$ cat config.mk
export PLATFORM = sky130hd
export DESIGN_NAME = systolic_tile_sequencer
export DESIGN_NICKNAME = d
export VERILOG_FILES = /design/src/rtl/systolic_tile_sequencer.sv
export SDC_FILE = /design/constraint.sdc
export NUM_CORES = 1
export LEC_CHECK = 0
export ABC_AREA = 1
export BUFFER_PORTS_ARGS = -buffer_cell sky130_fd_sc_hd__buf_2
export CORE_ASPECT_RATIO = 1.2
export CORE_UTILIZATION = 50
export DETAILED_ROUTE_END_ITERATION = 16
export HOLD_SLACK_MARGIN = 0.12
export PLACE_DENSITY = 0.75
export SYNTH_ARGS = -nofsm -noshare
export SYNTH_HDL_FRONTEND = slang
export SYNTH_SLANG_ARGS = --single-unit
$ cat constraint.sdc
create_clock -name axi_clk -period 1.4 [get_ports axi_clk]
set_input_delay 0.28 -clock axi_clk [delete_from_list [all_inputs] [get_ports axi_clk]]
set_output_delay 0.28 -clock axi_clk [all_outputs]
set_load 0.01 [all_outputs]
$ cat src/rtl/systolic_tile_sequencer.sv
`default_nettype none
// +--------------------------------------------------------------------------+
// | Module   : systolic_tile_sequencer                                       |
// | Purpose  : Sequences one weight tile through the systolic array: clears  |
// |            accumulators, pops programmed weight rows (freezing while the |
// |            buffer is empty), drains the skewed pipeline, pulses done.    |
// | Options  : SEQ_STALL_CNT_EN adds the 16-bit saturating stall_cnt output. |
// | Revision : 1.0  initial release                                          |
// +--------------------------------------------------------------------------+
module systolic_tile_sequencer #(
  parameter int ARRAY_DIM = 4,
  parameter int CNT_W     = 10
) (
  input  logic             axi_clk,
  input  logic             axi_rst,
  input  logic             start,
  input  logic [CNT_W-1:0] num_rows,
  input  logic             buf_avail,
  output logic             rd_en,
  output logic             acc_clr,
  output logic             array_en,
  output logic             busy,
  output logic             done,
`ifdef SEQ_STALL_CNT_EN
  output logic [15:0]      stall_cnt,
`endif
  output logic [CNT_W-1:0] rows_issued
);

  localparam int               DRN_W      = $clog2(2 * ARRAY_DIM);
  localparam logic [DRN_W-1:0] DRAIN_LAST = DRN_W'(2 * ARRAY_DIM - 2);
  localparam logic [DRN_W-1:0] DRN_ONE    = DRN_W'(1);
  localparam logic [CNT_W-1:0] ROW_ONE    = CNT_W'(1);

  typedef enum logic [2:0] {
    S_IDLE   = 3'd0,
    S_CLEAR  = 3'd1,
    S_STREAM = 3'd2,
    S_DRAIN  = 3'd3,
    S_DONE   = 3'd4
  } state_t;

  state_t           state_q, state_d;
  logic [CNT_W-1:0] num_rows_q, num_rows_d;
  logic [CNT_W-1:0] rows_q, rows_d;
  logic [DRN_W-1:0] drn_q, drn_d;
  logic             start_accept;

  // A start is only honoured while idle; every other state ignores it.
  assign start_accept = (state_q == S_IDLE) && start;
  assign busy         = (state_q != S_IDLE);
  assign rows_issued  = rows_q;

  // State register and datapath counters.
  always_ff @(posedge axi_clk or posedge axi_rst) begin
    if (axi_rst) begin
      state_q    <= S_IDLE;
      num_rows_q <= '0;
      rows_q     <= '0;
      drn_q      <= '0;
    end else begin
      state_q    <= state_d;
      num_rows_q <= num_rows_d;
      rows_q     <= rows_d;
      drn_q      <= drn_d;
    end
  end

  // Next-state and output decode from the state register plus buf_avail.
  always_comb begin
    state_d  = state_q;
    rd_en    = 1'b0;
    acc_clr  = 1'b0;
    array_en = 1'b0;
    done     = 1'b0;
    case (state_q)
      S_IDLE: begin
        if (start) begin
          // A zero-row tile skips the clear and the reads entirely.
          state_d = (num_rows != '0) ? S_CLEAR : S_DONE;
        end
      end
      S_CLEAR: begin
        acc_clr = 1'b1;
        state_d = S_STREAM;
      end
      S_STREAM: begin
        // An empty buffer freezes the array rather than feeding it bubbles.
        rd_en    = buf_avail;
        array_en = buf_avail;
        if (buf_avail && (rows_q == (num_rows_q - ROW_ONE))) begin
          state_d = S_DRAIN;
        end
      end
      S_DRAIN: begin
        array_en = 1'b1;
        if (drn_q == DRAIN_LAST) begin
          state_d = S_DONE;
        end
      end
      S_DONE: begin
        done    = 1'b1;
        state_d = S_IDLE;
      end
      default: state_d = S_IDLE;
    endcase
  end

  // Row latch, issue counter and drain counter next values.
  always_comb begin
    num_rows_d = num_rows_q;
    rows_d     = rows_q;
    if (start_accept) begin
      num_rows_d = num_rows;
      rows_d     = '0;
    end else if (rd_en) begin
      rows_d = rows_q + ROW_ONE;
    end
    // Counts drain cycles from zero; held at zero outside DRAIN.
    drn_d = (state_q == S_DRAIN) ? (drn_q + DRN_ONE) : '0;
  end

`ifdef SEQ_STALL_CNT_EN
  logic [15:0] stall_q;

  // Saturating count of STREAM cycles spent waiting on the buffer.
  always_ff @(posedge axi_clk or posedge axi_rst) begin
    if (axi_rst) begin
      stall_q <= '0;
    end else if (start_accept) begin
      stall_q <= '0;
    end else if ((state_q == S_STREAM) && !buf_avail && (stall_q != 16'hFFFF)) begin
      stall_q <= stall_q + 16'd1;
    end
  end

  assign stall_cnt = stall_q;
`endif

endmodule
`default_nettype wire

==> results.py, run 1 <==
metrics = {
    "worst_setup_path": {
        "crit_family": "flip-flops",
        "crit_arrival_ns": 1.40,
        "critPathMostFrequentCell": "inv_2",
        "critPathMaxFanout": 4,
        "path_class": "register to output pin",
        "start_kind": "register",
        "max_stage_delay_ns": 0.46,
        "cp_slowest_cell": "dfrtp_1",
        "reg2reg_from": "num_rows_q[0]",
        "crit_path_cell_trace": "inv_2 -> nand3_4 -> nor2_8 -> inv_2 -> nand2_1 -> buf_2",
        "endpoint_kind": "output pin",
        "critPathBufInv": 3,
        "cp-startpoint": "state_q[2]",
        "crit_required_ns": 1.12,
    },
    "power_and_ir_drop": {
        "switching_share_pct": 46.6,
        "ir_drop_uv": 1360,
        "internal_power_mw": 2.45,
        "clkPwrFrac_pct": 7.2,
        "p_switching_mw": 2.13,
        "power.leakage_nw": 1.30,
        "power.density_mw_per_mm2": 1950,
        "total_power_mw": 4.58,
        "p_seq_share_pct": 27.9,
        "p_comb_share_pct": 64.9,
    },
    "drt": {
        "drt_wl_total_um": 4560,
        "vias_per_cell": 5.22,
        "drc_errors": 0,
        "ant_nets": 0,
        "drtIter0Drc": 79,
        "first_pass_iters": 5,
        "drt-wirelength-per-cell_um": 13.7,
        "vias": 1744,
    },
    "global_routing": {
        "first_global_vias": 1662,
        "grt_first_pass_wirelength_um": 6780,
        "track_usage_pct": 26.1,
        "grt_antenna_before_repair": 0,
        "gr-total-overflow": 0,
        "grt_max_degree": 27,
    },
    "final_layout": {
        "final_core_util_pct": 74.8,
        "final_common_cell": "nand2_1",
        "final_cell_area_mm2": 0.00235,
        "syn_to_final_growth_pct": 40.0,
        "diodes": 0,
        "final_cell_mix": "68 x nand2_1, 29 x buf_4, 27 x buf_2, 26 x nor2_1, 26 x dfrtp_1",
        "drive_gt1_share_pct": 37.2,
        "fin_nets": 318,
        "fin_cells": 334,
    },
    "timing": {
        "relSlewSlack_pct": 77.2,
        "fin_crit_ns": 1.68,
        "period_share_pct": 120,
        "finalSetupViolations": 15,
        "fin_skew_ns": 0.00743,
        "finalMaxSlewViolations": 0,
        "layout_setup_ws_ns": -0.280,
        "fmax_mhz": 595,
        "tightest_slew_ns": 0.339,
        "rsz0062_at_grt": "true",
        "hold_violations": 0,
    },
    "clock_tree": {
        "cts_buffer_depth": 2,
        "htreeDepth": 1,
        "clkLatencyLatePin_ns": 0.32,
        "cts_sinks": 26,
        "clkTransAtPathRegs_ns": 0.15,
        "cts_root_buf": "clkbuf_4",
        "cts-buffers-inserted": 3,
        "cts_tree": "built",
    },
    "yosys": {
        "ys_ff_latch": 26,
        "yosys.area.top_type_share_pct": 38.8,
        "synthArstFlopShare_pct": 100,
        "synth_ff_type": "dfrtp_1",
        "synth-adder-area-share_pct": 2.98,
        "yosys.area.top_type": "dfrtp_1",
        "syn_avg_cell_area_um2": 7.26,
        "ys_top_cells_by_area": "dfrtp_1 39%, nand2_1 16%, nor2_1 6.7%, inv_1 6.0%, o21ai_0 4.5%",
        "synth_edf_count": 0,
        "synth_warnings": 0,
        "netlist_instances": 231,
        "muxShareOfSynthArea_pct": 0,
        "synth_compound_area_share_pct": 7.61,
        "synth.net_count": 249,
        "synthSimpleGateAreaFrac_pct": 37.7,
        "ys_types": 28,
        "synth_xor_xnor_area_share_pct": 3.95,
        "ys_seq_area_share_pct": 38.8,
        "synth_top_family_by_area": "simple AND/OR/NAND/NOR gates",
        "syn_area_mm2": 0.00168,
    },
    "placed_design": {
        "placed_area_mm2": 0.00210,
        "port_buffers": 28,
        "place.gp.congestion": 0.834,
        "place_inst": 323,
        "dp_hpwl_um": 3090,
    },
    "floorplan": {
        "die_x_um": 54.9,
        "rows": 22,
        "dieArea_mm2": 0.00359,
        "initial_utilization_pct": 53.5,
        "io_pins": 29,
        "die_h_um": 65.5,
        "core_area_mm2": 0.00314,
    },
    "hold_path": {
        "holdCritStartpoint": "num_rows[7]",
        "min_path_type": "primary input to register",
    },
    "outcome": {
        "status": "finished with violations",
        "violations": "setup timing",
    },
    "run": {
        "cap_violations": 0,
    },
}
-- cells by family (layout without fill, tap and decap cells) --
group,Yosys count,after routing
compound gates,25,25
flops,26,26
xor+xnor,6,6
fa+ha+maj,4,4
buf+inv,38,105
simple gates,132,132
-- repair_timing --
action,CTS,global route
endpoints found under the hold margin,26,0
hold buffers,1,0
pin swaps,4,14
setup endpoints to repair,11,20
buffers inserted,7,2
gates resized for setup,14,32
-- flip-flops by register name (all words and copies together), names as in the netlist --
signal,count
drn_q,3
num_rows_q,10
rows_issued,10
state_q,3
-- worst min-delay path, delay by kind of cell --
family                 cells  cell delay, ns
buffers and inverters      1            0.09
AND/OR/NAND/NOR            2            0.09
-- worst paths after layout --
kind / to / cells past startpoint / slack (ns)
setup / recovery: array_en / 6 / -0.28
hold / removal: num_rows_q[7] / 3 / 0.16
setup reg to reg: state_q[1] / 12 / -0.26
hold reg to reg: drn_q[0] / 1 / 0.46
max in group asynchronous: state_q[1] / 4 / 0.60
min in group asynchronous: rows_issued[8] / 4 / 0.53
-- power by group through the flow --
stage,clock (mW),sequential [mW],combinational [mW]
after floorplan,0,1.26,1.55
after global placement,0,1.28,2.42
after detailed placement,0,1.28,2.46
after CTS,0.328,1.27,2.73
after global routing,0.367,1.31,3.30
final,0.328,1.28,2.97
-- cells in the mapped netlist, types with 2 or more instances --
library cell	count
a21oi_1	5
buf_4	2
dfrtp_1	26
ha_1	4
inv_1	27
inv_2	9
nand2_1	73
nand3_1	9
nand3_4	2
nand4_1	3
nor2_1	30
nor3_1	3
nor4_1	3
o21ai_0	15
o21ai_1	4
xnor2_1	2
xor2_1	3
-- per-stage QoR --
stage               TNS [ns]  hold WS [ns]  setup slack (ns)
finish                 -2.63         0.159            -0.280
global route           -3.93         0.162            -0.421
CTS                    -1.98         0.158            -0.216
detailed placement    -0.508         0.355            -0.179
global placement      -0.320         0.354            -0.123
floorplan             -0.189         0.320           -0.0817
-- area by class of cell --
cell class	count	area, µm²
Multi-Input combinational cell	167	1020
Fill cell	245	790
Sequential cell	26	651
Timing Repair Buffer	66	473
Inverter	36	135
Tap cell	36	45.0
Clock buffer	3	22.5
-- metal layers --
metal / track usage (%) / wire length, µm / vias to the layer above
met3: 2.55 / 162 / 8
li1: - / - / 864
met1: 30.6 / 1840 / 823
met2: 46.8 / 2490 / 49
met4: 8.97 / 73 / 0
met5: 0 / 0 / -
(Power assumes the default switching activity.)
==> inputs of run 2 (changes only) <==
--- a/config.mk
+++ b/config.mk
@@ -7,11 +7,13 @@
 export LEC_CHECK = 0
 export ABC_AREA = 1
 export BUFFER_PORTS_ARGS = -buffer_cell sky130_fd_sc_hd__buf_2
+export CELL_PAD_IN_SITES_DETAIL_PLACEMENT = 1
+export CELL_PAD_IN_SITES_GLOBAL_PLACEMENT = 1
 export CORE_ASPECT_RATIO = 1.2
-export CORE_UTILIZATION = 50
+export CORE_UTILIZATION = 35
 export DETAILED_ROUTE_END_ITERATION = 16
 export HOLD_SLACK_MARGIN = 0.12
-export PLACE_DENSITY = 0.75
+export PLACE_DENSITY_LB_ADDON = 0.1
 export SYNTH_ARGS = -nofsm -noshare
 export SYNTH_HDL_FRONTEND = slang
 export SYNTH_SLANG_ARGS = --single-unit
==> run 2 against run 1 <==
Compared with the run above:
- the flow still finishes with violations (setup timing)
- fmax increased by 4.5%
- via count increased by 2.7%
- cell count increased by 9.3%
- combinational power increased by 15%
- critical path type is now register to register
- largest cell class unchanged
- highest routed layer unchanged
==> results.py, run 2 (synthesis gave the netlist of run 1 again) <==
metrics = {
    "floorplan": {
        "die_x_um": 65.2,
        "die_h_um": 77.8,
        "io_pins": 29,
        "rows": 27,
        "core_area_mm2": 0.00459,
        "dieArea_mm2": 0.00508,
        "initial_utilization_pct": 36.5,
    },
    "final_layout": {
        "multi_input_area_mm2": 0.00104,
        "syn_to_final_growth_pct": 51.0,
        "final_common_cell": "nand2_1",
        "diodes": 0,
        "drive_gt1_share_pct": 42.7,
        "area.sequential_um2": 654,
        "fillers": 581,
        "final_cell_mix": "61 x nand2_1, 34 x buf_4, 26 x buf_2, 24 x nor2_1",
        "fin_cells": 365,
        "fin_nets": 327,
    },
    "worst_setup_path": {
        "crit_arrival_ns": 1.78,
        "reg2reg_depth": 9,
        "endpoint_kind": "register",
        "crit_required_ns": 1.57,
        "critPathMaxFanout": 4,
        "path_class": "register to register",
        "start_kind": "register",
    },
    "drt": {
        "drt_wl_total_um": 5480,
        "vias": 1791,
        "drt-wirelength-per-cell_um": 15.0,
        "drc_errors": 0,
        "ant_nets": 0,
        "drtIter0Drc": 48,
        "vias_per_cell": 4.91,
        "first_pass_iters": 4,
    },
    "power_and_ir_drop": {
        "power.leakage_nw": 1.34,
        "total_power_mw": 5.15,
        "power.density_mw_per_mm2": 2030,
        "ir_drop_uv": 954,
    },
    "global_routing": {
        "grt_first_pass_wirelength_um": 8460,
        "grt_antenna_before_repair": 0,
        "first_global_vias": 1814,
        "track_usage_pct": 22.2,
        "grt_max_degree": 27,
        "gr-total-overflow": 0,
    },
    "timing": {
        "finalSetupViolations": 20,
        "tightest_slew_ns": 0.370,
        "period_share_pct": 115,
        "hold_violations": 0,
        "fmax_mhz": 622,
        "layout_setup_ws_ns": -0.208,
        "fin_crit_ns": 1.61,
        "fin_hold_ws_ns": 0.222,
        "finalMaxSlewViolations": 0,
        "rsz0062_at_grt": "true",
        "relSlewSlack_pct": 75.3,
        "fin_skew_ns": 0.00449,
        "totalNegativeSetupSlack_ns": -2.00,
    },
    "placed_design": {
        "place_ws_ns": -0.192,
        "place_inst": 350,
        "dp_hpwl_um": 3950,
        "place.gp.congestion": 0.826,
        "port_buffers": 28,
    },
    "clock_tree": {
        "cts_root_buf": "clkbuf_8",
        "cts_buffer_depth": 2,
        "clkTransAtPathRegs_ns": 0.09,
        "htreeDepth": 1,
        "clkLatencyLatePin_ns": 0.28,
        "cts_sinks": 26,
        "cts_tree": "built",
        "cts-buffers-inserted": 3,
    },
    "hold_path": {
        "min_path_type": "primary input to register",
        "hold_path_depth": 3,
    },
    "outcome": {
        "violations": "setup timing",
        "status": "finished with violations",
    },
    "run": {
        "cap_violations": 0,
    },
}
==> run 2: stage by stage <==
| step | util (%) | area, µm² |
|---|---|---|
| after detailed placement | 47.1 | 2160 |
| after global placement | 47.1 | 2160 |
| after floorplan | - | 1690 |
| after CTS | 49.9 | 2290 |
| final | 55.1 | 2530 |
| after global routing | 55.1 | 2530 |
==> run 2: worst max-delay path: stages (launching register included) <==
cell and delay, ns:
dfrtp_1 0.41, inv_2 0.11, nand3_4 0.11, nor2_8 0.17, buf_6 0.14, nand2_4 0.06, nor3_4 0.20, nand2_1 0.11
o21ai_1 0.12, a21oi_1 0.05
==> run 2: layout make-up <==
type                            instances  share of cell area (%)
Multi-Input combinational cell        167                    41.1
Tap cell                               58                    2.86
Timing Repair Buffer                   75                    22.7
Inverter                               36                    5.83
Sequential cell                        26                    25.8
Clock buffer                            3                    1.63
==> run 2: where the power goes <==
group | total [mW] | switching (mW) | internal [mW]
Clock | 0.445 | 0.251 | 0.194
Combinational | 3.41 | 1.82 | 1.59
Sequential | 1.30 | 0.278 | 1.02
Total | 5.15 | 2.35 | 2.80
==> run 2: final timing paths <==
| path | from | slack [ns] | to |
|---|---|---|---|
| setup / recovery | state_q[2] | -0.21 | rows_issued[6] |
| hold / removal | num_rows[7] | 0.22 | num_rows_q[7] |
| setup reg to reg | state_q[2] | -0.21 | rows_issued[6] |
| hold reg to reg | drn_q[0] | 0.46 | drn_q[0] |
| max in group asynchronous | axi_rst | 0.51 | rows_issued[1] |
| min in group asynchronous | axi_rst | 0.60 | rows_issued[6] |
==> run 2: routing by layer <==
metal | wire, µm | track usage (%)
met1 | 2240 | 26.8
met2 | 3060 | 40.3
met3 | 96 | 2.35
met4 | 83 | 6.52
met5 | 0 | 0
==> run 2: repair_timing <==
item                                   in CTS  in global routing
resized for setup                          15                 56
endpoints found under the hold margin      26                  0
setup endpoints to repair                  27                 28
cloned                                      0                  1
pin swaps                                   5                  9
hold buffers                                1                  0
setup buffers                               4                  8
==> inputs of run 3 (changes only) <==
--- a/config.mk
+++ b/config.mk
@@ -10,7 +10,7 @@
 export CELL_PAD_IN_SITES_DETAIL_PLACEMENT = 1
 export CELL_PAD_IN_SITES_GLOBAL_PLACEMENT = 1
 export CORE_ASPECT_RATIO = 1.2
-export CORE_UTILIZATION = 35
+export CORE_UTILIZATION = 36
 export DETAILED_ROUTE_END_ITERATION = 16
 export HOLD_SLACK_MARGIN = 0.12
 export PLACE_DENSITY_LB_ADDON = 0.1
==> run 3 against run 2 <==
Compared with the run above:
- the flow still finishes with violations (setup timing)
- critical path type unchanged
- die area fell by 2.7%
- sequential share of layout area rose by 0.69 points
- wire length rose by 5.4%
- critical path depth rose by 4
- first-iteration DRC count rose by 110%
- via count fell by 0.50%
- combinational power fell by 6%
- setup slack got worse by 0.17 ns
- clock skew fell by 0.0021 ns
- total power barely moved
==> results.py, run 3 (synthesis gave the netlist of run 1 again) <==
metrics = {
    "final_layout": {
        "final_common_cell": "nand2_1",
        "final_core_util_pct": 56.7,
        "syn_to_final_growth_pct": 47.4,
        "fillers": 555,
        "final_cell_mix": "66 x nand2_1, 31 x buf_4, 25 x buf_2, 23 x inv_1, 23 x nor2_1",
        "fin_cells": 358,
        "area.sequential_um2": 656,
        "multi_input_area_mm2": 0.00102,
        "drive_gt1_share_pct": 40.7,
        "diodes": 0,
        "fin_nets": 321,
    },
    "placed_design": {
        "port_buffers": 28,
        "place_ws_ns": -0.222,
        "place_inst": 342,
        "place.gp.congestion": 0.806,
        "dp_hpwl_um": 3800,
    },
    "power_and_ir_drop": {
        "power.leakage_nw": 1.32,
        "ir_drop_uv": 1330,
        "power.density_mw_per_mm2": 2090,
    },
    "timing": {
        "tightest_slew_ns": 0.383,
        "finalMaxSlewViolations": 0,
        "fin_skew_ns": 0.00235,
        "hold_violations": 0,
        "period_share_pct": 127,
        "totalNegativeSetupSlack_ns": -2.21,
        "layout_setup_ws_ns": -0.378,
        "rsz0062_at_grt": "true",
        "finalSetupViolations": 14,
        "fmax_mhz": 563,
        "relSlewSlack_pct": 74.4,
        "fin_hold_ws_ns": 0.205,
        "fin_crit_ns": 1.78,
    },
    "worst_setup_path": {
        "max_stage_delay_ns": 0.40,
        "critPathMostFrequentCell": "nand2_2",
        "critPathMaxFanout": 3,
        "crit_required_ns": 1.61,
        "crit_arrival_ns": 1.99,
        "path_class": "register to register",
        "start_kind": "register",
        "cp_slowest_cell": "dfrtp_1",
        "endpoint_kind": "register",
        "crit_path_cell_trace": "inv_2 -> ha_4 -> nand2_2 -> nand2_2 -> nor2_2 -> nand2_1 -> nor2_1 -> nand3_1 -> nor2_1 -> nand3_1 -> nand2_2 -> nand2_2 -> nor2_2",
        "r2r_end": "state_q[2]",
        "reg2reg_depth": 13,
        "r2r_slack_ns": -0.38,
        "reg2reg_from": "num_rows_q[1]",
    },
    "floorplan": {
        "core_area_mm2": 0.00436,
        "dieArea_mm2": 0.00494,
        "rows": 26,
        "die_h_um": 76.8,
        "io_pins": 29,
        "initial_utilization_pct": 38.5,
        "die_x_um": 64.3,
    },
    "drt": {
        "vias": 1782,
        "drt-wirelength-per-cell_um": 16.1,
        "vias_per_cell": 4.98,
        "drtIter0Drc": 103,
        "first_pass_iters": 4,
        "drc_errors": 0,
        "drt_wl_total_um": 5780,
        "ant_nets": 0,
    },
    "global_routing": {
        "track_usage_pct": 22.7,
        "first_global_vias": 1912,
        "grt_first_pass_wirelength_um": 8650,
        "grt_max_degree": 27,
        "gr-total-overflow": 0,
        "grt_antenna_before_repair": 0,
    },
    "run": {
        "cap_violations": 0,
    },
    "clock_tree": {
        "cts_root_buf": "clkbuf_8",
        "htreeDepth": 1,
        "cts_sinks": 26,
        "cts-buffers-inserted": 3,
        "cts_buffer_depth": 2,
        "clkTransAtPathRegs_ns": 0.10,
        "cts_tree": "built",
        "clkLatencyLatePin_ns": 0.28,
    },
    "hold_path": {
        "holdCritStartpoint": "num_rows[8]",
        "hold_path_depth": 3,
        "min_to": "num_rows_q[8]",
        "min_path_type": "primary input to register",
    },
    "outcome": {
        "status": "finished with violations",
        "violations": "setup timing",
    },
}
run 3: cell types whose count changed in the layout (fill, tap and decap cells not counted), sizes merged:
cell	delta
buf	-5
clkbuf	-1
bufinv	+1
run 3: routing by layer:
metal	up-vias	wire (µm)	GRT usage [%]
met5	-	0	0
met4	0	131	7.33
met3	12	71	1.93
met2	26	3170	42.1
met1	876	2400	26.8
li1	868	-	-
run 3: what timing repair did:
action / CTS / global route
hold buffers: 1 / 0
pin swaps: 6 / 16
endpoints found under the hold margin: 26 / 0
buffers inserted: 7 / 5
gates resized for setup: 14 / 40
setup endpoints to repair: 13 / 22
run 3: worst max-delay path by stage:
stage | slack, ns | from | cells past startpoint | endpoint
6_report | -0.38 | num_rows_q[1] | 13 | state_q[2]
5_1_grt | -0.49 | num_rows_q[0] | 13 | state_q[2]
4_1_cts | -0.23 | num_rows_q[0] | 12 | state_q[1]
3_5_place_dp | -0.22 | num_rows_q[0] | 12 | state_q[1]
3_3_place_gp | -0.19 | num_rows_q[0] | 12 | state_q[1]
2_1_floorplan | -0.08 | num_rows_q[0] | 12 | state_q[1]
run 3: stage by stage:
stage | instance area [µm²] | power, mW
2_1_floorplan | 1690 | 2.82
3_3_place_gp | 2120 | 3.75
3_5_place_dp | 2120 | 3.81
4_1_cts | 2300 | 4.70
5_1_grt | 2470 | 5.56
6_report | 2470 | 5.16
run 3: critical path, delay by kind of cell, from the launching register on:
kind | cells | cell delay [ns]
flip-flops | 1 | 0.40
buffers and inverters | 1 | 0.08
adder cells (fa/ha/maj) | 1 | 0.21
AND/OR/NAND/NOR | 11 | 0.99
run 3: report_power, final:
part | internal [mW] | switching, mW
Combinational | 1.43 | 1.78
Sequential | 1.02 | 0.274
Clock | 0.383 | 0.268
Total | 2.83 | 2.32
run 3: cell type report:
cell class              count  share of cell area (%)
flip-flops and latches     26                    26.5
clock buffers               3                    1.67
multi-input cells         167                    41.2
repair buffers             69                    21.1
clock inverters             1                    1.21
inverters                  36                    5.47
well taps                  56                    2.83
